===== src/rtl/iic_seq_pkg.sv =====
// Register map, bit constants and state encodings shared by the AXI IIC write sequencer
// and its single-beat AXI-Lite master.
package iic_seq_pkg;

  localparam logic [31:0] CR_OFS      = 32'h0000_0100;
  localparam logic [31:0] SR_OFS      = 32'h0000_0104;
  localparam logic [31:0] TX_FIFO_OFS = 32'h0000_0108;

  localparam logic [31:0] CR_TX_FIFO_RST = 32'h0000_0002;
  localparam logic [31:0] CR_EN          = 32'h0000_0001;
  localparam logic [31:0] TXF_START      = 32'h0000_0100;
  localparam logic [31:0] TXF_STOP       = 32'h0000_0200;

  localparam int SR_BB_BIT       = 2;
  localparam int SR_TX_EMPTY_BIT = 7;

  // Bus idle means TX FIFO empty with the bus-busy flag clear.
  localparam logic [31:0] SR_IDLE_MASK = (32'd1 << SR_TX_EMPTY_BIT) | (32'd1 << SR_BB_BIT);
  localparam logic [31:0] SR_IDLE_VAL  = (32'd1 << SR_TX_EMPTY_BIT);

  typedef enum logic [2:0] {
    ST_IDLE,
    ST_WR,
    ST_WR_RESP,
    ST_GAP,
    ST_RD,
    ST_RD_DATA,
    ST_DONE
  } seq_state_e;

  typedef enum logic [2:0] {
    M_IDLE,
    M_WRITE,
    M_BRESP,
    M_READ,
    M_RDATA
  } mst_state_e;

  function automatic logic [31:0] step_offset(input logic [1:0] step);
    logic [31:0] ofs;
    ofs = (step >= 2'd2) ? TX_FIFO_OFS : CR_OFS;
    return ofs;
  endfunction

  function automatic logic [31:0] step_wdata(input logic [1:0] step,
                                             input logic [6:0] dev,
                                             input logic [7:0] data);
    logic [31:0] wd;
    case (step)
      2'd0:    wd = CR_TX_FIFO_RST;
      2'd1:    wd = CR_EN;
      2'd2:    wd = TXF_START | {24'd0, dev, 1'b0};
      default: wd = TXF_STOP | {24'd0, data};
    endcase
    return wd;
  endfunction

endpackage


===== src/rtl/axil_single_master.sv =====
// Issues exactly one AXI4-Lite write or read per accepted command and reports the
// response; AW and W are raised together and retire independently.
module axil_single_master
  import iic_seq_pkg::*;
(
  input  logic        clk,
  input  logic        rst,
  input  logic        cmd_valid,
  output logic        cmd_ready,
  input  logic        cmd_is_read,
  input  logic [31:0] cmd_addr,
  input  logic [31:0] cmd_wdata,
  output logic        rsp_valid,
  output logic [31:0] rsp_data,
  output logic        rsp_err,
  output logic [31:0] m_awaddr,
  output logic        m_awvalid,
  input  logic        m_awready,
  output logic [31:0] m_wdata,
  output logic        m_wvalid,
  input  logic        m_wready,
  input  logic [1:0]  m_bresp,
  input  logic        m_bvalid,
  output logic        m_bready,
  output logic [31:0] m_araddr,
  output logic        m_arvalid,
  input  logic        m_arready,
  input  logic [31:0] m_rdata,
  input  logic [1:0]  m_rresp,
  input  logic        m_rvalid,
  output logic        m_rready
);

  mst_state_e  state_q, state_d;
  logic        aw_pend_q, aw_pend_d;
  logic        w_pend_q, w_pend_d;
  logic [31:0] addr_q, addr_d;
  logic [31:0] wdata_q, wdata_d;
  logic        aw_hs, w_hs;

  always_ff @(posedge clk) begin
    if (rst) begin
      state_q   <= M_IDLE;
      aw_pend_q <= 1'b0;
      w_pend_q  <= 1'b0;
      addr_q    <= '0;
      wdata_q   <= '0;
    end else begin
      state_q   <= state_d;
      aw_pend_q <= aw_pend_d;
      w_pend_q  <= w_pend_d;
      addr_q    <= addr_d;
      wdata_q   <= wdata_d;
    end
  end

  assign cmd_ready = (state_q == M_IDLE);
  assign m_awaddr  = addr_q;
  assign m_araddr  = addr_q;
  assign m_wdata   = wdata_q;
  assign m_awvalid = (state_q == M_WRITE) && aw_pend_q;
  assign m_wvalid  = (state_q == M_WRITE) && w_pend_q;
  assign m_bready  = (state_q == M_BRESP);
  assign m_arvalid = (state_q == M_READ);
  assign m_rready  = (state_q == M_RDATA);
  assign aw_hs     = m_awvalid && m_awready;
  assign w_hs      = m_wvalid && m_wready;
  assign rsp_data  = m_rdata;

  always_comb begin
    state_d   = state_q;
    aw_pend_d = aw_pend_q;
    w_pend_d  = w_pend_q;
    addr_d    = addr_q;
    wdata_d   = wdata_q;
    rsp_valid = 1'b0;
    rsp_err   = 1'b0;
    case (state_q)
      M_IDLE: begin
        if (cmd_valid) begin
          addr_d  = cmd_addr;
          wdata_d = cmd_wdata;
          if (cmd_is_read) begin
            state_d = M_READ;
          end else begin
            state_d   = M_WRITE;
            aw_pend_d = 1'b1;
            w_pend_d  = 1'b1;
          end
        end
      end
      M_WRITE: begin
        if (aw_hs) aw_pend_d = 1'b0;
        if (w_hs)  w_pend_d  = 1'b0;
        // A channel counts as done if it retired earlier or handshakes right now.
        if ((!aw_pend_q || aw_hs) && (!w_pend_q || w_hs)) state_d = M_BRESP;
      end
      M_BRESP: begin
        if (m_bvalid) begin
          rsp_valid = 1'b1;
          rsp_err   = (m_bresp != 2'b00);
          state_d   = M_IDLE;
        end
      end
      M_READ: begin
        if (m_arready) state_d = M_RDATA;
      end
      M_RDATA: begin
        if (m_rvalid) begin
          rsp_valid = 1'b1;
          rsp_err   = (m_rresp != 2'b00);
          state_d   = M_IDLE;
        end
      end
      default: state_d = M_IDLE;
    endcase
  end

endmodule


===== src/rtl/iic_axil_sequencer.sv =====
// Sequences a single-byte I2C write through the AXI IIC register map: FIFO reset,
// enable, START+address, data+STOP, then polls the status register until the bus idles.
module iic_axil_sequencer
  import iic_seq_pkg::*;
#(
  parameter logic [31:0] BASE_ADDR = 32'h43C0_0000,
  parameter int unsigned POLL_MAX  = 1024,
  parameter int unsigned POLL_GAP  = 8
) (
  input  logic        clk,
  input  logic        rst,
  input  logic        req_valid,
  output logic        req_ready,
  input  logic [6:0]  req_dev_addr,
  input  logic [7:0]  req_data,
  output logic        done_valid,
  output logic        done_err,
  output logic [31:0] m_awaddr,
  output logic        m_awvalid,
  input  logic        m_awready,
  output logic [31:0] m_wdata,
  output logic        m_wvalid,
  input  logic        m_wready,
  input  logic [1:0]  m_bresp,
  input  logic        m_bvalid,
  output logic        m_bready,
  output logic [31:0] m_araddr,
  output logic        m_arvalid,
  input  logic        m_arready,
  input  logic [31:0] m_rdata,
  input  logic [1:0]  m_rresp,
  input  logic        m_rvalid,
  output logic        m_rready
);

  localparam int PC_W = $clog2(POLL_MAX + 1);
  localparam int GC_W = $clog2(POLL_GAP + 1) + 1;

  seq_state_e      state_q, state_d;
  logic [1:0]      step_q, step_d;
  logic [PC_W-1:0] poll_cnt_q, poll_cnt_d;
  logic [GC_W-1:0] gap_cnt_q, gap_cnt_d;
  logic [6:0]      dev_q, dev_d;
  logic [7:0]      data_q, data_d;
  logic            err_q, err_d;

  logic            cmd_valid, cmd_ready, cmd_is_read;
  logic [31:0]     cmd_addr, cmd_wdata;
  logic            rsp_valid, rsp_err;
  logic [31:0]     rsp_data;
  logic [31:0]     poll_next, gap_next;

  axil_single_master u_mst (
    .clk         (clk),
    .rst         (rst),
    .cmd_valid   (cmd_valid),
    .cmd_ready   (cmd_ready),
    .cmd_is_read (cmd_is_read),
    .cmd_addr    (cmd_addr),
    .cmd_wdata   (cmd_wdata),
    .rsp_valid   (rsp_valid),
    .rsp_data    (rsp_data),
    .rsp_err     (rsp_err),
    .m_awaddr    (m_awaddr),
    .m_awvalid   (m_awvalid),
    .m_awready   (m_awready),
    .m_wdata     (m_wdata),
    .m_wvalid    (m_wvalid),
    .m_wready    (m_wready),
    .m_bresp     (m_bresp),
    .m_bvalid    (m_bvalid),
    .m_bready    (m_bready),
    .m_araddr    (m_araddr),
    .m_arvalid   (m_arvalid),
    .m_arready   (m_arready),
    .m_rdata     (m_rdata),
    .m_rresp     (m_rresp),
    .m_rvalid    (m_rvalid),
    .m_rready    (m_rready)
  );

  always_ff @(posedge clk) begin
    if (rst) begin
      state_q    <= ST_IDLE;
      step_q     <= '0;
      poll_cnt_q <= '0;
      gap_cnt_q  <= '0;
      dev_q      <= '0;
      data_q     <= '0;
      err_q      <= 1'b0;
    end else begin
      state_q    <= state_d;
      step_q     <= step_d;
      poll_cnt_q <= poll_cnt_d;
      gap_cnt_q  <= gap_cnt_d;
      dev_q      <= dev_d;
      data_q     <= data_d;
      err_q      <= err_d;
    end
  end

  assign req_ready  = (state_q == ST_IDLE);
  assign done_valid = (state_q == ST_DONE);
  assign done_err   = (state_q == ST_DONE) && err_q;
  assign poll_next  = 32'(poll_cnt_q) + 32'd1;
  assign gap_next   = 32'(gap_cnt_q) + 32'd1;

  always_comb begin
    state_d     = state_q;
    step_d      = step_q;
    poll_cnt_d  = poll_cnt_q;
    gap_cnt_d   = gap_cnt_q;
    dev_d       = dev_q;
    data_d      = data_q;
    err_d       = err_q;
    cmd_valid   = 1'b0;
    cmd_is_read = 1'b0;
    cmd_addr    = BASE_ADDR + step_offset(step_q);
    cmd_wdata   = step_wdata(step_q, dev_q, data_q);
    case (state_q)
      ST_IDLE: begin
        if (req_valid) begin
          dev_d      = req_dev_addr;
          data_d     = req_data;
          step_d     = 2'd0;
          poll_cnt_d = '0;
          err_d      = 1'b0;
          state_d    = ST_WR;
        end
      end
      ST_WR: begin
        cmd_valid = 1'b1;
        if (cmd_ready) state_d = ST_WR_RESP;
      end
      ST_WR_RESP: begin
        if (rsp_valid) begin
          if (rsp_err) begin
            err_d   = 1'b1;
            state_d = ST_DONE;
          end else if (step_q == 2'd3) begin
            gap_cnt_d = '0;
            state_d   = ST_GAP;
          end else begin
            step_d  = step_q + 2'd1;
            state_d = ST_WR;
          end
        end
      end
      ST_GAP: begin
        if (gap_next >= POLL_GAP) state_d = ST_RD;
        else gap_cnt_d = gap_cnt_q + GC_W'(1);
      end
      ST_RD: begin
        cmd_valid   = 1'b1;
        cmd_is_read = 1'b1;
        cmd_addr    = BASE_ADDR + SR_OFS;
        if (cmd_ready) state_d = ST_RD_DATA;
      end
      ST_RD_DATA: begin
        if (rsp_valid) begin
          if (rsp_err) begin
            err_d   = 1'b1;
            state_d = ST_DONE;
          end else if ((rsp_data & SR_IDLE_MASK) == SR_IDLE_VAL) begin
            err_d   = 1'b0;
            state_d = ST_DONE;
          end else if (poll_next >= POLL_MAX) begin
            err_d   = 1'b1;
            state_d = ST_DONE;
          end else begin
            poll_cnt_d = PC_W'(poll_next);
            gap_cnt_d  = '0;
            state_d    = ST_GAP;
          end
        end
      end
      ST_DONE: state_d = ST_IDLE;
      default: state_d = ST_IDLE;
    endcase
  end

endmodule


===== config.mk =====
export PLATFORM = sky130hd
export DESIGN_NAME = iic_axil_sequencer
export DESIGN_NICKNAME = d
export VERILOG_FILES = /design/src/rtl/iic_seq_pkg.sv /design/src/rtl/axil_single_master.sv /design/src/rtl/iic_axil_sequencer.sv
export SDC_FILE = /design/constraint.sdc
export NUM_CORES = 1
export LEC_CHECK = 0
export CAP_MARGIN = 20
export CORE_UTILIZATION = 41
export CTS_CLUSTER_SIZE = 8
export DETAILED_ROUTE_END_ITERATION = 10
export PLACE_DENSITY = 0.8
export RECOVER_POWER = 25
export SKIP_LAST_GASP = 1
export SLEW_MARGIN = 25
export SYNTH_ARGS = -nofsm -noshare
export SYNTH_HDL_FRONTEND = slang
export SYNTH_SLANG_ARGS = --single-unit

===== constraint.sdc =====
create_clock -name clk -period 3.55 [get_ports clk]
set_clock_uncertainty 0.1 [all_clocks]
set_input_delay 0.355 -clock clk [delete_from_list [all_inputs] [get_ports clk]]
set_output_delay 0.355 -clock clk [all_outputs]
set_load 0.05 [all_outputs]

Word-level counts from Yosys, hierarchy flattened
Cells that the tools add are included. Widths: inputs -> output; s select.

Register bits: 106. Bits of input ports: 59. Output and inout bits: 104.

Add/subtract/negate cells: 5. $lt $le $gt $ge: 3. Equality and inequality tests: 37. Muxes and demuxes: 64. Reduce and logical (&&, ||, !) cells: 31.

Operators with widths (number): $mux 11 (5); $mux 3 (15); $mux 5 (8); $ne 2x2->1 const B (19); $add 31x9->32 const A (1); $mux 32 (1); $pmux 10 s3 (1); $pmux 11 s2 (1); $pmux 3 s6 (1); $reduce_and 6->1 (3); $mux 1 (17); $pmux 3 s5 (1); $pmux 5 s3 (1); $add 11x1->12 const B (1); $eq 3x2->1 const B (4); $eq 3x3->1 const B (4); $ge 12x11->1 const B (1); $mux 2 (6); $reduce_and 5->1 (2); $reduce_bool 2->1 (5); $reduce_and 9->1 (1); $pmux 1 s2 (4); $reduce_and 4->1 (2); $add 5x1->6 const B (1); 20 further kinds (35).

Depth between registers and ports, before layout
Depth in word-level cells: 7. Depth in mapped cells: 8. Mapped depth without buffers: 7.

By module
From an unflattened synthesis, not the netlist that was laid out.

Cell total of the unflattened synthesis: 660. Area, all modules: 5132.4 um^2.

By module, submodules not included: axil_single_master (times used 1, cells an instance 386, area each 3027.9 um^2, seq. area each 1381.3 um^2); iic_axil_sequencer (times used 1, cells an instance 274, area each 2104.5 um^2, seq. area each 740.7 um^2).

Worst setup path after synthesis
No wires, ideal clock.

Path kind: register to register. From: reg poll_cnt_q[0]. To: reg poll_cnt_q[3]. Setup time: 87 ps. Arrival time: 2355 ps. Data required time: 3363 ps. Setup slack: 1008 ps. Stages on the path, launching flop included: 9. Buffers on the path: 1. Cell sequence: dfxtp_1 ha_1 nand3_1 or4_1 mux2_4 or2_1 or3_1 buf_6 o31ai_1.

Word-level cells in the longest chain between the ends: 6.

RTL lines: start: declaration (RTL line iic_axil_sequencer.sv:41) `logic [PC_W-1:0] poll_cnt_q, poll_cnt_d;`; start signal: assignment (RTL line iic_axil_sequencer.sv:94) `poll_cnt_q <= poll_cnt_d;`; $add 11x1->12 (*) (RTL line iic_axil_sequencer.sv:105) `assign poll_next = 32'(poll_cnt_q) + 32'd1;`; parallel branches: the longest is 5 deep, another holds $ge 12x11->1.

Every way passes the cells marked *. The select of a mux whose other input is x is not followed. A chain may end at the register's enable or synchronous reset.

Worst setup path after layout
From: reg poll_cnt_q[0]. To: reg poll_cnt_q[7].

The elaborated chain is that of the path after synthesis.

==> flow_summary_export.csv <==
group,metric,value,unit
status,status,"finished, final reports clean",
floorplan,rows,32,
detailed_routing,routedWlPerCell,11.57,microns
finish,area_delta_synth_final,12.54,%
placed_design,routabilityCongestion,0.8935,
sta,setup-tns-final,0,ns
global_routing,grt_pass1_vias,2439,
sta,hold_viol,0,
floorplan,io_pins,163,
critical_path,reg2reg_slack,0.73,ns
worst_hold_path,min_from,"dev_q[2]",
detailed_routing,drt-initial-drc-count,169,
sta,rsz0062_at_grt,"no",
sta,fmax,355.2,MHz
clock_tree,cts.path.max_buffers,2,
detailed_routing,drc,0,
clock_tree,postCtsSetupBuffers,0,
synth,synth.most_common_cell,"buf_4",
power,peakVddDrop,0.0004500,V
power,p_per_area,702.1,nW/um^2
clock_tree,clock-sinks,55,
clock_tree,clk_pin_slew_worst_paths,0.10,ns
synth,synth.ff_latch_count,55,
synth,synth.yosys.seq_area_share,33.05,%
synth,syn_inst,430,
finish,final_util,48.03,%
finish,finalNonFillerCells,570,
global_routing,grt_usage,15.84,%
worst_hold_path,hold_path_end,"dev_q[2]",
sta,min_period_over_period,79.30,%
clock_tree,cts_htree_levels,2,
finish,fillers,767,
clock_tree,clock_latency,0.30,ns
finish,register_area,1101,sq um
synth,mappedNetlistArea,3332,sq um
floorplan,die-area,8492,sq um
clock_tree,ctsHoldBuffers,0,
synth,yosysTopAreaCell,"dfxtp_1",
placed_design,place_inst,562,
job,maxCapViolCount,0,
global_routing,grt_pass1_wl,11120,microns
synth,synth_cell_type_count,46,
global_routing,grt_max_degree,48,
synth,ys_warn_count,0,
detailed_routing,num_vias,2778,
clock_tree,cts_inserted_buffers,5,
synth,synthTopCellsByCount,"buf_4, dfxtp_1, nand2_1",
clock_tree,cts_tree,"yes",
critical_path,required,3.66,ns
placed_design,dp_slack,0.7641,ns
detailed_routing,drt_first_pass_iters,5,
synth,synth_area_leaders,"dfxtp_1, buf_4, a21oi_1",
finish,multi_input_area,1744,sq um
critical_path,cp-start-kind,"flip-flop",
finish,final_nets,533,
sta,finalSetupViolCount,0,
synth,syn_area_per_cell,7.749,sq um
critical_path,crit_type,"flip-flop to flip-flop",
finish,stdcell_area,3750,sq um
floorplan,dieHeight,92.15,microns
sta,timing.hold.ws,0.3592,ns
placed_design,dp_hpwl,4839,microns
synth,synthFlopType,"dfxtp_1",
detailed_routing,viasPerCell,4.874,
critical_path,r2r_cells,7,
synth,synth_edf_count,0,
power,power.leakage,1.532,nW
synth,synth-async-reset-ratio,0,%
floorplan,coreArea,7807,sq um
sta,drv_slew,0,
sta,maxSlewHeadroom,41.00,%
critical_path,r2r-end,"poll_cnt_q[7]",
clock_tree,clockRootBuffer,"clkbuf_8",
sta,setup_slack,0.7349,ns
finish,diodes,0,
sta,tightest_slew,0.8822,ns
worst_hold_path,worstHoldPathType,"flip-flop to flip-flop",
worst_hold_path,hold_depth,2,
detailed_routing,wl,6594,microns
detailed_routing,detail-route-antenna-nets,0,
critical_path,r2r-start,"poll_cnt_q[0]",
synth,yosys.area.top_type_share,33.05,%
floorplan,die_w,92.15,microns
finish,drive_gt1_share,3.632,%
floorplan,start_util,42.68,%
critical_path,endpoint_kind,"flip-flop",
power,p_total,2.633,mW
global_routing,gr-total-overflow,0,
sta,post-route-min-period,2.815,ns
placed_design,io_buffers,62,
critical_path,cp.arrival,2.92,ns
global_routing,antenna_found_initial,0,
placed_design,placed_area,3657,sq um
clock_tree,post_cts_resized,0,
critical_path,critPathMaxFanout,9,
[state kept, by name, summed over array words and instances (netlist names)]
register         flops
err_q                1
poll_cnt_q          11
step_q               2
u_mst.w_pend_q       1
dev_q                7
u_mst.state_q        3
state_q              3
data_q               8
gap_cnt_q            5
u_mst.m_wdata       10
u_mst.aw_pend_q      1
u_mst.m_araddr       3
[cells in the final DEF (no fill, tap or decap), types with 2 or more instances in the layout]
cell,instances
nand4_1,2
or4_1,3
buf_4,3
nand2_1,47
a221oi_1,3
and3_1,5
a31oi_1,4
or3_1,6
o21ai_0,25
dlygate4sd3_1,14
nor4bb_1,2
and4_1,2
a21oi_1,37
nor2b_1,2
o211ai_1,3
nand3b_1,2
nand2b_1,8
o31a_1,2
clkdlybuf4s50_1,48
dfxtp_1,55
nor3_1,5
and2_1,8
mux2i_1,6
clkbuf_8,5
inv_1,11
conb_1,70
nor3b_1,2
a22o_1,3
o31ai_1,8
ha_1,7
a211oi_1,7
nand3_1,6
nor2_1,38
o21a_1,2
or2_2,2
[routing by layer]
metal / routed length [microns] / vias up / GRT usage [%]
met1: 3052 / 1278 / 20.05
met5: 0 / - / 0
met3: 351 / 2 / 3.234
met2: 3164 / 97 / 27.92
met4: 26 / 0 / 2.734
li1: - / 1401 / -
[how the worst max path moves through the flow]
stage | from | endpoint | slack (ns)
floorplan | poll_cnt_q[0] | poll_cnt_q[3] | 1.01
global placement | poll_cnt_q[0] | poll_cnt_q[3] | 0.82
detailed placement | poll_cnt_q[0] | poll_cnt_q[7] | 0.76
CTS | poll_cnt_q[0] | poll_cnt_q[7] | 0.73
global route | poll_cnt_q[0] | poll_cnt_q[7] | 0.60
finish | poll_cnt_q[0] | poll_cnt_q[7] | 0.73
[power breakdown]
group,total (mW),internal [mW],leakage (nW),switching [mW]
sequential,0.859,0.732,0.448,0.127
combinational,1.42,0.433,1.04,0.989
clock,0.351,0.143,0.0461,0.208
[worst max-delay path, cell delays in order, from the launching register on]
cell	delay, ns
dfxtp_1	0.38
ha_1	0.23
nand3_1	0.12
or4_1	0.54
mux2_4	0.31
or2_1	0.28
or3_1	0.51
o31ai_1	0.25
[logic make-up (layout without fill, tap and decap cells)]
| family | Yosys count | after routing | synth area share, % |
|---|---|---|---|
| AOI/OAI and AO/OA | 100 | 100 | 18.18 |
| adders and majority gates | 7 | 7 | 2.628 |
| buffers and inverters | 115 | 84 | 22.53 |
| DFF | 55 | 55 | 33.05 |
| muxes | 8 | 8 | 2.591 |
| other | 1 | 70 | 0.1125 |
| and+or+nand+nor | 144 | 144 | 20.92 |
[cell type report]
cell class | instances | area share [%]
clock buffer | 5 | 1.835
inverter | 11 | 1.101
multi-input combinational | 329 | 46.51
sequential | 55 | 29.36
clock inverter | 3 | 0.6340
tap | 102 | 3.403
timing repair buffer | 65 | 17.15
Note: power is estimated with default switching activity, not from simulation.
